===== config.mk =====
export PLATFORM = sky130hd
export DESIGN_NAME = pipelined_prefix_adder
export DESIGN_NICKNAME = d
export VERILOG_FILES = /design/src/rtl/prefix_adder_pkg.sv /design/src/rtl/pipelined_prefix_adder_prefix_level.sv /design/src/rtl/pipelined_prefix_adder.sv
export SDC_FILE = /design/constraint.sdc
export NUM_CORES = 2
export LEC_CHECK = 0
export ABC_AREA = 0
export CAP_MARGIN = 20
export CORE_UTILIZATION = 45
export CTS_BUF_LIST = sky130_fd_sc_hd__clkbuf_8
export DETAILED_ROUTE_END_ITERATION = 16
export GPL_TIMING_DRIVEN = 0
export SLEW_MARGIN = 15
export SYNTH_ARGS = -nofsm -noshare
export SYNTH_HDL_FRONTEND = slang
export SYNTH_SLANG_ARGS = --single-unit

===== constraint.sdc =====
create_clock -name clk -period 23.6 [get_ports clk]
set_input_delay 4.72 -clock clk [delete_from_list [all_inputs] [get_ports clk]]
set_output_delay 4.72 -clock clk [all_outputs]
set_load 0.05 [all_outputs]

===== src/rtl/prefix_adder_pkg.sv =====
// Shared types and elaboration helpers for the pipelined Kogge-Stone adder.
// The pg_t pair is the prefix operator's element; the helpers size the pipeline.
package prefix_adder_pkg;

    typedef struct packed {
        logic g;
        logic p;
    } pg_t;

    // hi covers the more significant span, lo the adjacent less significant span
    function automatic pg_t pg_combine(input pg_t hi, input pg_t lo);
        pg_t res;
        res.g = hi.g | (hi.p & lo.g);
        res.p = hi.p & lo.p;
        return res;
    endfunction

    function automatic int ceil_div(input int num, input int den);
        return (num + den - 1) / den;
    endfunction

    function automatic int log2w(input int width);
        return $clog2(width);
    endfunction

    function automatic int num_prefix_stages(input int width, input int lvls_per_stg);
        return ceil_div(log2w(width), lvls_per_stg);
    endfunction

    function automatic int pipe_latency(input int width, input int lvls_per_stg);
        return num_prefix_stages(width, lvls_per_stg) + 2;
    endfunction

endpackage


===== src/rtl/pipelined_prefix_adder_prefix_level.sv =====
// One combinational Kogge-Stone level: every bit at or above DIST absorbs the
// group DIST positions below it; lower bits already hold complete prefixes.
module prefix_level
    import prefix_adder_pkg::*;
#(
    parameter int WIDTH = 32,
    parameter int DIST  = 1
) (
    input  logic [WIDTH-1:0] g,
    input  logic [WIDTH-1:0] p,
    output logic [WIDTH-1:0] g_nxt,
    output logic [WIDTH-1:0] p_nxt
);

    for (genvar i = 0; i < WIDTH; i++) begin : gen_bit
        if (i < DIST) begin : gen_pass
            assign g_nxt[i] = g[i];
            assign p_nxt[i] = p[i];
        end else begin : gen_comb
            pg_t res;
            assign res      = pg_combine(pg_t'({g[i], p[i]}), pg_t'({g[i-DIST], p[i-DIST]}));
            assign g_nxt[i] = res.g;
            assign p_nxt[i] = res.p;
        end
    end

endmodule


===== src/rtl/pipelined_prefix_adder.sv =====
// Pipelined Kogge-Stone adder/subtractor with valid/ready handshake, flush and tag.
// One global advance enable moves every stage; there are no per-stage skid buffers.
module pipelined_prefix_adder
    import prefix_adder_pkg::*;
#(
    parameter int WIDTH        = 32,
    parameter int LVLS_PER_STG = 1,
    parameter int TAG_W        = 4
) (
    input  logic             clk,
    input  logic             rst,
    input  logic             flush,
    input  logic             in_valid,
    output logic             in_ready,
    input  logic [WIDTH-1:0] in_a,
    input  logic [WIDTH-1:0] in_b,
    input  logic             in_ci,
    input  logic             in_sub,
    input  logic [TAG_W-1:0] in_tag,
    output logic             out_valid,
    input  logic             out_ready,
    output logic [WIDTH-1:0] out_sum,
    output logic             out_co,
    output logic             out_ovf,
    output logic             out_zero,
    output logic [TAG_W-1:0] out_tag
);

    localparam int LOG2W = log2w(WIDTH);
    localparam int NPS   = num_prefix_stages(WIDTH, LVLS_PER_STG);

    // Index 0 is the operand-prep stage; index s holds the result of prefix stage s.
    logic [WIDTH-1:0] g_pk   [NPS+1];
    logic [WIDTH-1:0] p_pk   [NPS+1];
    logic [WIDTH-1:0] p1_pk  [NPS+1];
    logic             c0_pk  [NPS+1];
    logic [TAG_W-1:0] tag_pk [NPS+1];
    logic             vld_pk [NPS+1];

    logic [WIDTH-1:0] g_nx [1:NPS];
    logic [WIDTH-1:0] p_nx [1:NPS];

    logic             adv;
    logic [WIDTH-1:0] b_mod;
    logic             c0_mod;
    logic [WIDTH:0]   carry;
    logic [WIDTH-1:0] sum_nx;

    assign adv      = ~out_valid | out_ready;
    assign in_ready = adv & ~flush;

    // Subtraction is A + ~B + ~borrow, so the adder core only ever adds.
    assign b_mod  = in_sub ? ~in_b : in_b;
    assign c0_mod = in_sub ? ~in_ci : in_ci;

    // Prefix stages: each evaluates LVLS_PER_STG levels; levels beyond LOG2W pass through.
    for (genvar s = 1; s <= NPS; s++) begin : gen_stage
        logic [WIDTH-1:0] lvl_g [LVLS_PER_STG+1];
        logic [WIDTH-1:0] lvl_p [LVLS_PER_STG+1];

        assign lvl_g[0] = g_pk[s-1];
        assign lvl_p[0] = p_pk[s-1];

        for (genvar j = 0; j < LVLS_PER_STG; j++) begin : gen_lvl
            localparam int K = (s - 1) * LVLS_PER_STG + j + 1;
            if (K <= LOG2W) begin : gen_active
                prefix_level #(
                    .WIDTH (WIDTH),
                    .DIST  (1 << (K - 1))
                ) u_level (
                    .g     (lvl_g[j]),
                    .p     (lvl_p[j]),
                    .g_nxt (lvl_g[j+1]),
                    .p_nxt (lvl_p[j+1])
                );
            end else begin : gen_idle
                assign lvl_g[j+1] = lvl_g[j];
                assign lvl_p[j+1] = lvl_p[j];
            end
        end

        assign g_nx[s] = lvl_g[LVLS_PER_STG];
        assign p_nx[s] = lvl_p[LVLS_PER_STG];
    end

    // Output stage: G/P now span bit 0 upward, so each carry needs only c0.
    always_comb begin
        carry[0] = c0_pk[NPS];
        for (int i = 1; i <= WIDTH; i++) begin
            carry[i] = g_pk[NPS][i-1] | (p_pk[NPS][i-1] & c0_pk[NPS]);
        end
        sum_nx = p1_pk[NPS] ^ carry[WIDTH-1:0];
    end

    always_ff @(posedge clk or posedge rst) begin
        if (rst) begin
            for (int s = 0; s <= NPS; s++) begin
                g_pk[s]   <= '0;
                p_pk[s]   <= '0;
                p1_pk[s]  <= '0;
                c0_pk[s]  <= 1'b0;
                tag_pk[s] <= '0;
                vld_pk[s] <= 1'b0;
            end
            out_valid <= 1'b0;
            out_sum   <= '0;
            out_co    <= 1'b0;
            out_ovf   <= 1'b0;
            out_zero  <= 1'b0;
            out_tag   <= '0;
        end else if (flush) begin
            for (int s = 0; s <= NPS; s++) begin
                vld_pk[s] <= 1'b0;
            end
            out_valid <= 1'b0;
        end else if (adv) begin
            vld_pk[0] <= in_valid;
            g_pk[0]   <= in_a & b_mod;
            p_pk[0]   <= in_a ^ b_mod;
            p1_pk[0]  <= in_a ^ b_mod;
            c0_pk[0]  <= c0_mod;
            tag_pk[0] <= in_tag;
            for (int s = 1; s <= NPS; s++) begin
                vld_pk[s] <= vld_pk[s-1];
                g_pk[s]   <= g_nx[s];
                p_pk[s]   <= p_nx[s];
                p1_pk[s]  <= p1_pk[s-1];
                c0_pk[s]  <= c0_pk[s-1];
                tag_pk[s] <= tag_pk[s-1];
            end
            out_valid <= vld_pk[NPS];
            out_sum   <= sum_nx;
            out_co    <= carry[WIDTH];
            out_ovf   <= carry[WIDTH] ^ carry[WIDTH-1];
            out_zero  <= ~|sum_nx;
            out_tag   <= tag_pk[NPS];
        end
    end

endmodule


**After elaboration in Yosys (flattened, before gate mapping)**

Cells that the tools add are included.

- Register bits after elaboration: 620
- Input bits: 75
- Output and inout port bits: 41
- Word-level logic and storage cells: 512

- Multiplexer cells: 6
- Bitwise operators: 461
- Reductions and logical operators: 4

Operator list:

| kind | number |
|---|---|
| bitwise AND 1 bit | 291 |
| bitwise OR 1 bit | 162 |
| XOR 32 bit | 2 |
| bitwise AND 32 bit | 1 |
| two-way mux 32 bit | 1 |
| NOT 32 bit | 1 |
| OR reduction 32 bit | 1 |
| two-way mux 6 bit | 2 |
| two-way mux 1 bit | 3 |
| NOT 1 bit | 3 |
| AND reduction 2 bit | 1 |
| nonzero test 2 bit | 1 |
| zero test 1 bit | 1 |
| XOR 1 bit | 1 |

**Depth between registers and ports, before layout**

- Word-level depth: 5
- Gate-level depth with buffers: 8
- Gate-level depth less buffers: 6

**Modules after synthesis**

A second synthesis with hierarchy kept.

- Cell total of the unflattened synthesis: 3079
- Area, all modules: 26690.6 µm²

By module, submodules not included:

| module | times used | cells each | area each (µm²) | sequential area each (µm²) |
|---|---|---|---|---|
| pipelined_prefix_adder | 1 | 2759 | 24404.7 | 15514.9 |
| prefix_level (gen_stage[5].gen_lvl[0].gen_active.u_level) | 1 | 64 | 479.2 | 0.0 |
| prefix_level (gen_stage[4].gen_lvl[0].gen_active.u_level) | 1 | 64 | 466.7 | 0.0 |
| prefix_level (gen_stage[3].gen_lvl[0].gen_active.u_level) | 1 | 64 | 449.2 | 0.0 |
| prefix_level (gen_stage[2].gen_lvl[0].gen_active.u_level) | 1 | 64 | 446.7 | 0.0 |
| prefix_level (gen_stage[1].gen_lvl[0].gen_active.u_level) | 1 | 64 | 444.2 | 0.0 |

**Least setup slack after synthesis**

Ideal clock, no wire load.

- Kind: in2out
- Start: in flush
- End: out in_ready
- Data arrival time: 5.741 ns
- Required time: 18.880 ns
- Path slack: 13.139 ns
- Cell stages on the path: 6
- Buffers on the path: 4
- Cells stage by stage: clkbuf_2 -> nand2b_4 -> buf_2 -> inv_2 -> buf_2 -> buf_2

- Cells in the longest elaborated chain, start to end: 2

RTL lines:

| item | RTL line | source |
|---|---|---|
| from (decl) | pipelined_prefix_adder.sv:12 | `input logic flush,` |
| NOT 1 bit (no line) | n/a |  |
| bitwise AND 1 bit | pipelined_prefix_adder.sv:50 | `assign in_ready = adv & ~flush;` |
| to (decl) | pipelined_prefix_adder.sv:14 | `output logic in_ready,` |

No other way between the ends.

**Worst setup path after layout**

- Start: in out_ready
- End: out in_ready

- Cells in the longest elaborated chain, start to end: 2

RTL lines:

| item | RTL line | source |
|---|---|---|
| from (decl) | pipelined_prefix_adder.sv:21 | `input logic out_ready,` |
| bitwise OR 1 bit | pipelined_prefix_adder.sv:49 | `assign adv = ~out_valid \| out_ready;` |
| bitwise AND 1 bit | pipelined_prefix_adder.sv:50 |  |

No other way between the ends.

==> results.py <==
metrics = {
    "critical_path": {
        "critPathArrivalTime_ns": 7.30,
        "cp-end-kind": "output pin",
        "crit_required_ns": 18.88,
        "crit_fanout": 10,
        "regToRegSetupSlack_ns": 21.24,
        "crit_chain": "clkdlybuf4s50_1 > nand2b_2 > nand2b_4 > buf_2 > inv_2 > buf_2 > buf_2 > clkdlybuf4s50_1",
        "r2r_end": "out_zero",
        "r2r_cells": 7,
        "crit_type": "in -> out",
        "slowest_delay_ns": 0.84,
        "cpMostUsedCell": "buf_2",
        "critPathSlowestCell": "clkdlybuf4s50_1",
        "critPathLaunchType": "primary input",
        "reg2reg_from": "c0_pk[0]",
    },
    "yosys": {
        "synth_nets": 2845,
        "synth.largest_area_cell": "dfrtp_1",
        "ys.warnings.count": 0,
        "syn_avg_cell_area_um2": 9.062,
        "synth_seq_cells": 615,
        "syn_inst": 2737,
        "yosysSeqAreaShare": 0.6205,
        "synth.top_cell.area_share": 0.6205,
        "synth_cell_type_count": 29,
        "netlist_area_mm2": 0.02480,
        "synth.area.top_cells": "dfrtp_1 62%, nand2_1 21%, a21oi_1 3.2%",
    },
    "timing": {
        "tns_ns": 0,
        "grt_setup_unrepaired": "no",
        "fmax_ghz": 0.08316,
        "hold_viol": 0,
        "maxSlewHeadroom": 0.4217,
        "skew_ns": 0.02895,
        "min_period_ns": 12.02,
        "tightest_slew_ns": 0.8675,
        "fin_crit_sh": 0.5095,
        "finalMaxSlewViolations": 0,
        "setup_violations": 0,
    },
    "final_layout": {
        "nNetsFinal": 3066,
        "area_growth_pct": 16.45,
        "n_antenna_cell": 0,
        "drive_above_1_share": 0.08821,
        "finish.cell_count_without_fillers": 3723,
        "fill_cells": 5084,
        "final_cell_area_mm2": 0.02888,
        "layout_common_cells": "1420 x nand2_1, 615 x dfrtp_1, 158 x a21oi_1",
        "final_common_cell": "nand2_1",
    },
    "place": {
        "hpwl_um": 53250,
        "placed_area_mm2": 0.02698,
        "place_congestion": 0.8970,
        "placed_cells": 3552,
        "numPortBuffers": 113,
    },
    "power_and_ir_drop": {
        "leakagePower_uw": 0.01523,
        "peakVddDrop_mv": 0.04227,
        "finalPower_uw": 2619,
        "switching_share": 0.3089,
        "seqPwrFrac": 0.508,
        "power_density_mw_per_mm2": 90.66,
        "clockPowerShare": 0.336,
        "p_switching_uw": 808.9,
        "combPwrFrac": 0.155,
        "p_int_uw": 1810,
    },
    "detailed_routing": {
        "drc_errors": 0,
        "wl_um": 71360,
        "final_antenna_net_count": 0,
        "drt-initial-drc-count": 1396,
        "wire_per_inst_um": 19.17,
        "first_pass_iters": 5,
        "vias": 19121,
        "routed_via_density": 5.136,
    },
    "floorplanning": {
        "io_pins": 116,
        "rows": 85,
        "die_area_mm2": 0.05606,
        "die_x_um": 236.8,
        "chipHeight_um": 236.8,
        "start_util": 0.4582,
        "coreArea_mm2": 0.05413,
    },
    "run": {
        "maxCapViolations": 0,
    },
    "grt": {
        "grt_start_max_net_pins": 114,
        "antenna_found_initial": 2,
        "grt_pass1_vias": 19175,
        "track_usage": 0.2610,
        "grt_first_pass_wirelength_um": 111300,
        "grt-ovfl-total": 0,
    },
    "clocking": {
        "cts_sinks": 615,
        "cts_root_buf": "clkbuf_8",
        "ctsResizeCount": 0,
        "insertion_delay_ns": 0.68,
        "holdBufCountCts": 0,
        "postCtsSetupBuffers": 0,
        "htree_levels": 3,
        "tritoncts": "done",
        "numCtsBuffers": 100,
        "clkSlewWorstSetupHoldPaths_ns": 0.06,
        "cts_max_path_buffers": 3,
    },
    "worst_hold_path": {
        "hp-class": "reg -> reg",
        "min_path_cells": 2,
        "min_from": "tag_pk[19]",
        "hold_end": "tag_pk[15]",
    },
    "status": {
        "status": "complete, no violations",
    },
}
==> synth_stat cells (all sizes together) <==
cell and count:
nand2 1420, dfrtp 615, a21oi 166, o21ai 143, nand3 129, buf 114, xor2 42, ha 33
clkbuf 30, xnor2 22, nor4 5, nand4 4, nor2 3, inv 2, nand2b 2, nor3 2
a221o 1, mux2 1, nor2b 1, o21a 1, o41ai 1
==> critical path: cells and delay by family <==
kind | cells | cell delay (ns)
buffers and inverters | 6 | 2.26
AND/OR/NAND/NOR | 2 | 0.29
==> cell families (layout without fill, tap and decap cells) <==
logic type	Yosys count	in the layout	share of synthesized area
simple gates	1566	1566	0.2457
flops	615	615	0.6205
xor+xnor	64	64	0.02260
fa+ha+maj	33	33	0.01665
compound gates	312	312	0.06553
buf+inv	146	436	0.02855
mux	1	1	0.0004540
==> through the flow <==
| step | hold WS, ns | utilization | setup slack (ns) |
|---|---|---|---|
| final | 0.4588 | 0.5335 | 11.58 |
| after global routing | 0.4746 | 0.5335 | 11.45 |
| after CTS | 0.4590 | 0.5335 | 11.56 |
| after detailed placement | 0.4515 | 0.4983 | 11.56 |
| after global placement | 0.4464 | 0.4952 | -4.811 |
| after floorplan | 0.4386 | - | 1.660 |
==> flip-flops by register name (all words and copies together), names as in the netlist, 4 cells and up <==
register,count
out_sum,32
vld_pk,6
tag_pk,24
gen_stage.lvl_p,128
c0_pk,6
g_pk,192
p_pk,32
out_tag,4
p1_pk,187
==> cell type report <==
cell class | count | area [µm²] | share of cell area
Sequential cell | 615 | 15390 | 0.5328
Tap cell | 696 | 870.8 | 0.03015
Clock buffer | 125 | 1720 | 0.05957
Timing Repair Buffer | 119 | 1296 | 0.04488
Clock inverter | 46 | 185.2 | 0.006411
Inverter | 2 | 15.01 | 0.0005198
Multi-Input combinational cell | 1976 | 8705 | 0.3014
Buffer | 144 | 700.7 | 0.02426
==> worst max-delay path by stage <==
| stage | startpoint | to | depth (start not counted) | slack [ns] |
|---|---|---|---|---|
| floorplan | rst | c0_pk[0] | 1 | 1.66 |
| global placement | rst | gen_stage[5].lvl_p[38] | 2 | -4.81 |
| detailed placement | out_ready | in_ready | 8 | 11.56 |
| CTS | out_ready | in_ready | 8 | 11.56 |
| global route | out_ready | in_ready | 8 | 11.45 |
| finish | out_ready | in_ready | 8 | 11.58 |
==> per-layer routing <==
metal | vias to the layer above | global-route usage | share of wire
li1 | 9180 | - | -
met1 | 9370 | 0.3620 | 0.46
met2 | 464 | 0.4214 | 0.47
met3 | 107 | 0.03357 | 0.046
met4 | 0 | 0.09642 | 0.030
met5 | - | 0 | 0
==> power groups by stage <==
stage | combinational [µW] | clock [µW] | sequential [µW]
after global routing | 453 | 944 | 1350
after global placement | 398 | 0 | 1350
after floorplan | 206 | 0 | 1360
after detailed placement | 410 | 0 | 1350
final | 407 | 881 | 1330
after CTS | 412 | 897 | 1330
(Power assumes the default switching activity.)
